===== src/rtl/cpu_pkg.sv =====
`default_nettype none
// ============================================================================
//  Module      : cpu_pkg
//  Description : Shared constants for the multicycle MIPS datapath: default
//                datapath width and the divider state encoding.
//  Revision    : 1.0 - initial release
// ============================================================================
package cpu_pkg;

    // Datapath width shared by the divider, multiplier and HI/LO muxes
    localparam int WIDTH_DEFAULT = 32;

    // Divider control state encoding
    localparam logic [1:0] DIV_IDLE   = 2'd0;
    localparam logic [1:0] DIV_CALC   = 2'd1;
    localparam logic [1:0] DIV_FINISH = 2'd2;
    localparam logic [1:0] DIV_DZ     = 2'd3;

endpackage
`default_nettype wire


===== src/rtl/div_step.sv =====
`default_nettype none
// ============================================================================
//  Module      : div_step
//  Description : One restoring-division step. Shifts the next dividend bit
//                into the partial remainder and subtracts the divisor if it
//                fits, producing the next remainder and one quotient bit.
//  Revision    : 1.0 - initial release
// ============================================================================
module div_step #(
    parameter int WIDTH = 32
) (
    input  logic [WIDTH-1:0] rem_in,
    input  logic             msb_in,
    input  logic [WIDTH-1:0] dvs,
    output logic [WIDTH-1:0] rem_out,
    output logic             q_bit
);

    // The shifted remainder is WIDTH+1 bits; one extra bit on top holds the
    // borrow so the sign of the trial subtraction is unambiguous.
    logic [WIDTH+1:0] w_diff;
    logic             w_fits;

    assign w_diff = {1'b0, rem_in, msb_in} - {2'b00, dvs};
    assign w_fits = ~w_diff[WIDTH+1];

    // The remainder is always below the divisor, so the kept value fits in
    // WIDTH bits in both branches.
    assign rem_out = w_fits ? w_diff[WIDTH-1:0] : {rem_in[WIDTH-2:0], msb_in};
    assign q_bit   = w_fits;

endmodule
`default_nettype wire


===== src/rtl/div_unit.sv =====
`default_nettype none
// ============================================================================
//  Module      : div_unit
//  Description : Iterative signed divider (MIPS DIV semantics). Converts the
//                operands to magnitudes, runs WIDTH restoring steps, then
//                applies signs: quotient truncates toward zero, remainder
//                takes the dividend's sign. A zero divisor is refused with a
//                one-cycle divzero pulse and leaves HI/LO untouched.
//  Revision    : 1.0 - initial release
// ============================================================================
module div_unit
    import cpu_pkg::*;
#(
    parameter int WIDTH = WIDTH_DEFAULT,
    parameter int CNT_W = 6
) (
    input  logic             clk,
    input  logic             reset,
    input  logic             div_start,
    input  logic [WIDTH-1:0] dividend,
    input  logic [WIDTH-1:0] divisor,
    output logic [WIDTH-1:0] hi,
    output logic [WIDTH-1:0] lo,
    output logic             div_busy,
    output logic             div_done,
    output logic             divzero
);

    localparam logic [CNT_W-1:0] C_LAST_STEP = CNT_W'(WIDTH - 1);

    logic [1:0]       r_state;
    logic [WIDTH-1:0] r_rem;
    logic [WIDTH-1:0] r_quo;
    logic [WIDTH-1:0] r_dvs;
    logic             r_q_neg;
    logic             r_r_neg;
    logic [CNT_W-1:0] r_cnt;
    logic [WIDTH-1:0] r_hi;
    logic [WIDTH-1:0] r_lo;
    logic             r_busy;
    logic             r_done;
    logic             r_divzero;

    logic [WIDTH-1:0] w_abs_dividend;
    logic [WIDTH-1:0] w_abs_divisor;
    logic [WIDTH-1:0] w_rem_next;
    logic             w_q_bit;

    // Magnitudes wrap naturally, so |0x80000000| stays 0x80000000 and is
    // handled correctly as an unsigned value.
    assign w_abs_dividend = dividend[WIDTH-1] ? -dividend : dividend;
    assign w_abs_divisor  = divisor[WIDTH-1]  ? -divisor  : divisor;

    div_step #(
        .WIDTH (WIDTH)
    ) u_step (
        .rem_in  (r_rem),
        .msb_in  (r_quo[WIDTH-1]),
        .dvs     (r_dvs),
        .rem_out (w_rem_next),
        .q_bit   (w_q_bit)
    );

    // Control FSM and datapath registers; reset aborts any operation silently
    always_ff @(posedge clk) begin
        if (reset) begin
            r_state   <= DIV_IDLE;
            r_rem     <= '0;
            r_quo     <= '0;
            r_dvs     <= '0;
            r_q_neg   <= 1'b0;
            r_r_neg   <= 1'b0;
            r_cnt     <= '0;
            r_hi      <= '0;
            r_lo      <= '0;
            r_busy    <= 1'b0;
            r_done    <= 1'b0;
            r_divzero <= 1'b0;
        end else begin
            r_done    <= 1'b0;
            r_divzero <= 1'b0;
            case (r_state)
                DIV_IDLE: begin
                    if (div_start) begin
                        if (divisor == '0) begin
                            r_state <= DIV_DZ;
                        end else begin
                            r_state <= DIV_CALC;
                            r_rem   <= '0;
                            r_quo   <= w_abs_dividend;
                            r_dvs   <= w_abs_divisor;
                            r_q_neg <= dividend[WIDTH-1] ^ divisor[WIDTH-1];
                            r_r_neg <= dividend[WIDTH-1];
                            r_cnt   <= '0;
                            r_busy  <= 1'b1;
                        end
                    end
                end
                DIV_CALC: begin
                    r_rem <= w_rem_next;
                    r_quo <= {r_quo[WIDTH-2:0], w_q_bit};
                    r_cnt <= r_cnt + CNT_W'(1);
                    if (r_cnt == C_LAST_STEP) begin
                        r_state <= DIV_FINISH;
                    end
                end
                DIV_FINISH: begin
                    r_lo    <= r_q_neg ? -r_quo : r_quo;
                    r_hi    <= r_r_neg ? -r_rem : r_rem;
                    r_done  <= 1'b1;
                    r_busy  <= 1'b0;
                    r_state <= DIV_IDLE;
                end
                DIV_DZ: begin
                    r_divzero <= 1'b1;
                    r_busy    <= 1'b0;
                    r_state   <= DIV_IDLE;
                end
                default: begin
                    r_state <= DIV_IDLE;
                end
            endcase
        end
    end

    assign hi       = r_hi;
    assign lo       = r_lo;
    assign div_busy = r_busy;
    assign div_done = r_done;
    assign divzero  = r_divzero;

endmodule
`default_nettype wire


===== config.mk =====
export PLATFORM = sky130hd
export DESIGN_NAME = div_unit
export DESIGN_NICKNAME = d
export VERILOG_FILES = /design/src/rtl/cpu_pkg.sv /design/src/rtl/div_step.sv /design/src/rtl/div_unit.sv
export SDC_FILE = /design/constraint.sdc
export NUM_CORES = 1
export LEC_CHECK = 0
export ABC_AREA = 1
export CAP_MARGIN = 20
export CORE_UTILIZATION = 40
export CTS_CLUSTER_SIZE = 14
export DETAILED_ROUTE_END_ITERATION = 6
export PLACE_DENSITY = 0.66
export SLEW_MARGIN = 20
export SYNTH_ARGS = -nofsm -noshare
export SYNTH_HDL_FRONTEND = slang
export SYNTH_HIERARCHICAL = 1
export SYNTH_SLANG_ARGS = --single-unit

===== constraint.sdc =====
create_clock -name clk -period 2.8 [get_ports clk]
set_clock_uncertainty 0.2 [all_clocks]
set_input_delay 0.56 -clock clk [delete_from_list [all_inputs] [get_ports clk]]
set_output_delay 0.56 -clock clk [all_outputs]
set_load 0.02 [all_outputs]

==> summary.md <==
| Metric | Value |
|---|---|
| Clk_lat worst skew | 0.44 ns |
| Worst setup path startpoint | r_quo[31] |
| Tot GR Track Use | between 20% and 30% |
| Inserted Clock Buffers | 17 |
| # setup viols final | 0 |
| Overall die width | 183 um |
| Number of synthesized flops with an enable pin | 0 |
| Violation count after the first detailed-routing iteration | 961 |
| RSZ-0062 raised after global routing | false |
| Data arrival time at the worst-slack endpoint | 2.81 ns |
| Fraction of the mapped netlist area in adder cells | roughly 3.7% |
| HPWL after detailed placement | 31.3 mm |
| Number of max-slew violations in the final report | 0 |
| Worst setup path class | reg2reg |
| VDD IR-drop max | 0.342 mV |
| Area enclosed by the die boundary | 33500 sq um |
| Nets | 2457 |
| Floorplan row count | 65 |
| Post-Synth XOR/XNOR Area | around 4.3% |
| Final-report hold violation count | 0 |
| Clock-pin slew of the registers on the worst-case setup and hold paths | roughly 0.08 ns |
| Antenna Nets Post-Route | 0 |
| Synth top area cells | sky130_fd_sc_hd__dfxtp_1, sky130_fd_sc_hd__nand2_1, sky130_fd_sc_hd__inv_1, sky130_fd_sc_hd__nor2_1, sky130_fd_sc_hd__nand3_1 |
| Antenna violations before repair | 0 |
| Pin count of the biggest net entering global routing | 115 |
| Relative slew slack | 55.5% |
| Worst-case register-to-register setup slack | 0.16 ns |
| Distinct cell type count after synthesis | 45 |
| CTS tree | yes |
| End point of the critical path | r_rem[28] |
| Shortest clock period the worst path allows after layout | 2.64 ns |
| Transition at the pin with the smallest max-transition slack | ~0.67 ns |
| Final worst-path cycle share | 94.3% |
| Number of diodes | 0 |
| Cts hold-fix bufs | 0 |
| Post-synthesis net count | 2311 |
| Maximum level of the CTS H-tree | 4 |
| Wire length of the first global-routing pass | 64.1 mm |
| Vias in the first global route | 12500 |
| Overflow after GRT | 0 |
| Number of vias per cell after detailed routing | 5.06 |
| Yosys top cell area share | 26.4% |
| Sequential cell area fraction in the yosys report | 26.4% |
| Combinational family with the most area after synthesis | simple AND/OR/NAND/NOR gates |
| MaxCap Viol Count | 0 |
| Root Buffer | sky130_fd_sc_hd__clkbuf_16 |
| Complex-gate fraction of the synthesized area | 14.5% |
| Pre-antenna DRT Iters | 6 |
| Routed via count | ~14000 |
| Cell accounting for the most synthesized area | sky130_fd_sc_hd__dfxtp_1 |
| Number of primary I/O pins | 134 |
| Post-Synth Simple-Gate Area | about two fifths |
| Syn-to-layout area delta | 20.4% |
| CP Data Required Time | 2.97 ns |
| Routed wire length per instance | between 10 and 15 um |
| Type of the worst min-delay path | reg2reg |
| Setup repair bufs after CTS | 0 |
| R2R cell count | 17 |
| Post-place setup slack | between 0.05 and 0.06 ns |
| RR Endpoint | r_rem[28] |
| Crit-path max FO | 4 |
| Overall power of the completed layout | between 7 and 8 mW |
| Area of the mapped netlist | 13100 sq um |
| Total wire length after detailed routing | 39.8 mm |
| Total of buffers placed on input and output ports | 133 |
| Post-synth top flop | sky130_fd_sc_hd__dfxtp_1 |
| Top post-synthesis cells by count | sky130_fd_sc_hd__nand2_1, sky130_fd_sc_hd__inv_1, sky130_fd_sc_hd__nor2_1, sky130_fd_sc_hd__dfxtp_1, sky130_fd_sc_hd__nand3_1 |
| Reported leakage power | 7.55 nW |
| Kind of launch point of the worst setup path | register |
| Count of unresolved DRC violations after routing | 0 |
| Total power divided by cell area | 477 nW/um^2 |
| Gp weighted congestion | 0.919 |
| Final TNS setup | 0 ns |
| Outcome | complete, no violations |
| Starting density of the core | 41.1% |
| Multiplexer share of the synthesized area | 0% |
| Share of layout cells above drive strength 1 | 7.19% |
| Number of standard cells after synthesis | 2206 |
| Worst R2R Start | r_quo[31] |
| Crit path capture type | register |
| TritonCTS sink count | 173 |
| Number of synthesized register bits | about 170 |
| Warnings from Yosys | 6 |
| Synthesized area divided by synthesized cell count | 5.94 sq um |
| Most frequently used cell type in the post-synthesis netlist | sky130_fd_sc_hd__nand2_1 |
| Die height | about 180 um |
| Core region area | ~32000 sq um |
| Setup ws final | 0.160 ns |
| Worst-case clock buffer depth | 2 |
| Asr flop ratio synth | 0% |
| Max frequency | 379 MHz |
==> worst min-delay path by stage <==
stage | slack, ns | end | from | depth (start not counted)
2_1_floorplan | 0.23 | r_dvs[31] | r_dvs[31] | 2
3_3_place_gp | 0.25 | r_dvs[31] | r_dvs[31] | 2
3_5_place_dp | 0.27 | r_dvs[31] | r_dvs[31] | 2
4_1_cts | 0.29 | r_cnt[1] | r_cnt[1] | 2
5_1_grt | 0.31 | hi[10] | hi[10] | 2
6_report | 0.28 | r_cnt[1] | r_cnt[1] | 2
==> power by group <==
part	switching (mW)	internal [mW]
clock network	1.21	1.21
logic	1.50	0.842
registers	0.145	2.62
==> cells by family (layout without fill, tap and decap cells) <==
family                     count (synthesis)  count (layout)
AOI/OAI and AO/OA                        348             348
xor gates and xnor gates                  65              65
adders and majority gates                 38              38
buffers and inverters                    397             556
DFF                                      173             173
and+or+nand+nor                         1185            1185
==> metrics by stage <==
| step | hold WS (ns) | cell area (sq um) | std cells | utilization [%] |
|---|---|---|---|---|
| detailed placement | 0.267 | 15200 | 2768 | 47.6 |
| CTS | 0.288 | 15800 | 2800 | 49.4 |
| floorplan | 0.228 | 13100 | 2206 | - |
| finish | 0.281 | 15800 | 2800 | 49.5 |
| global placement | 0.249 | 15200 | 2768 | 47.6 |
| global route | 0.315 | 15800 | 2800 | 49.5 |
==> metal layers <==
layer,track usage [%],wire (um),up-vias
li1,-,-,7325
met1,36.2,20100,6361
met2,34.8,16500,450
met3,3.81,2790,27
met4,4.93,412,0
met5,0,0,-
==> worst max-delay path, stage by stage, from the launching register on <==
cell	delay, ns
sky130_fd_sc_hd__dfxtp_1	0.31
sky130_fd_sc_hd__inv_1	0.12
sky130_fd_sc_hd__ha_1	0.16
sky130_fd_sc_hd__inv_1	0.08
sky130_fd_sc_hd__fa_1	0.40
sky130_fd_sc_hd__nand3_1	0.10
sky130_fd_sc_hd__nand3_1	0.11
sky130_fd_sc_hd__nand2_1	0.08
sky130_fd_sc_hd__nand2_1	0.12
sky130_fd_sc_hd__nand2_1	0.09
sky130_fd_sc_hd__nand2_1	0.08
sky130_fd_sc_hd__nand2_1	0.16
sky130_fd_sc_hd__nand2_1	0.07
sky130_fd_sc_hd__nand2_1	0.06
sky130_fd_sc_hd__nand3_1	0.13
sky130_fd_sc_hd__nand2_1	0.09
sky130_fd_sc_hd__nand2_1	0.05
sky130_fd_sc_hd__a21oi_1	0.16
==> state kept, by name, indices dropped and copies added, names as in the netlist <==
signal	cells
hi	32
lo	32
r_quo	32
r_state	2
div_busy	1
r_dvs	32
r_q_neg	1
r_cnt	6
divzero	1
r_r_neg	1
div_done	1
r_rem	32
==> cells in the final DEF, fill, tap and decap left out, types with 11 or more instances in the layout <==
cell                              Yosys  final
sky130_fd_sc_hd__inv_1              305    304
sky130_fd_sc_hd__o211ai_1            16     16
sky130_fd_sc_hd__nor2_2              11     11
sky130_fd_sc_hd__inv_2               10     11
sky130_fd_sc_hd__a21oi_1            159    159
sky130_fd_sc_hd__clkdlybuf4s50_1      0    132
sky130_fd_sc_hd__o21ai_0            115    115
sky130_fd_sc_hd__and2_1              11     11
sky130_fd_sc_hd__dfxtp_1            173    173
sky130_fd_sc_hd__ha_1                37     37
sky130_fd_sc_hd__nand3_1            168    168
sky130_fd_sc_hd__nor3_1              24     23
sky130_fd_sc_hd__xor2_1              57     57
sky130_fd_sc_hd__nand4_1             32     32
sky130_fd_sc_hd__nand2_1            640    640
sky130_fd_sc_hd__nand3_2             13     13
sky130_fd_sc_hd__clkbuf_16            0     17
sky130_fd_sc_hd__nor2_1             255    253
sky130_fd_sc_hd__o21ai_1             16     16
sky130_fd_sc_hd__buf_4                2     69
sky130_fd_sc_hd__o221ai_1            12     12
==> timing repair <==
item	4_1_cts	5_1_grt
setup endpoints to repair	0	2
endpoints found under the hold margin	0	0
gates resized for setup	0	2
==> area by class of cell <==
| class | count | area (sq um) |
|---|---|---|
| multi-input combinational | 1636 | 8010 |
| clock inverter | 15 | 170 |
| timing repair buffer | 209 | 1980 |
| fill | 3322 | 16100 |
| tap | 435 | 544 |
| sequential | 173 | 3460 |
| clock buffer | 17 | 425 |
| inverter | 315 | 1180 |
Note: power is estimated with default switching activity, not from simulation.
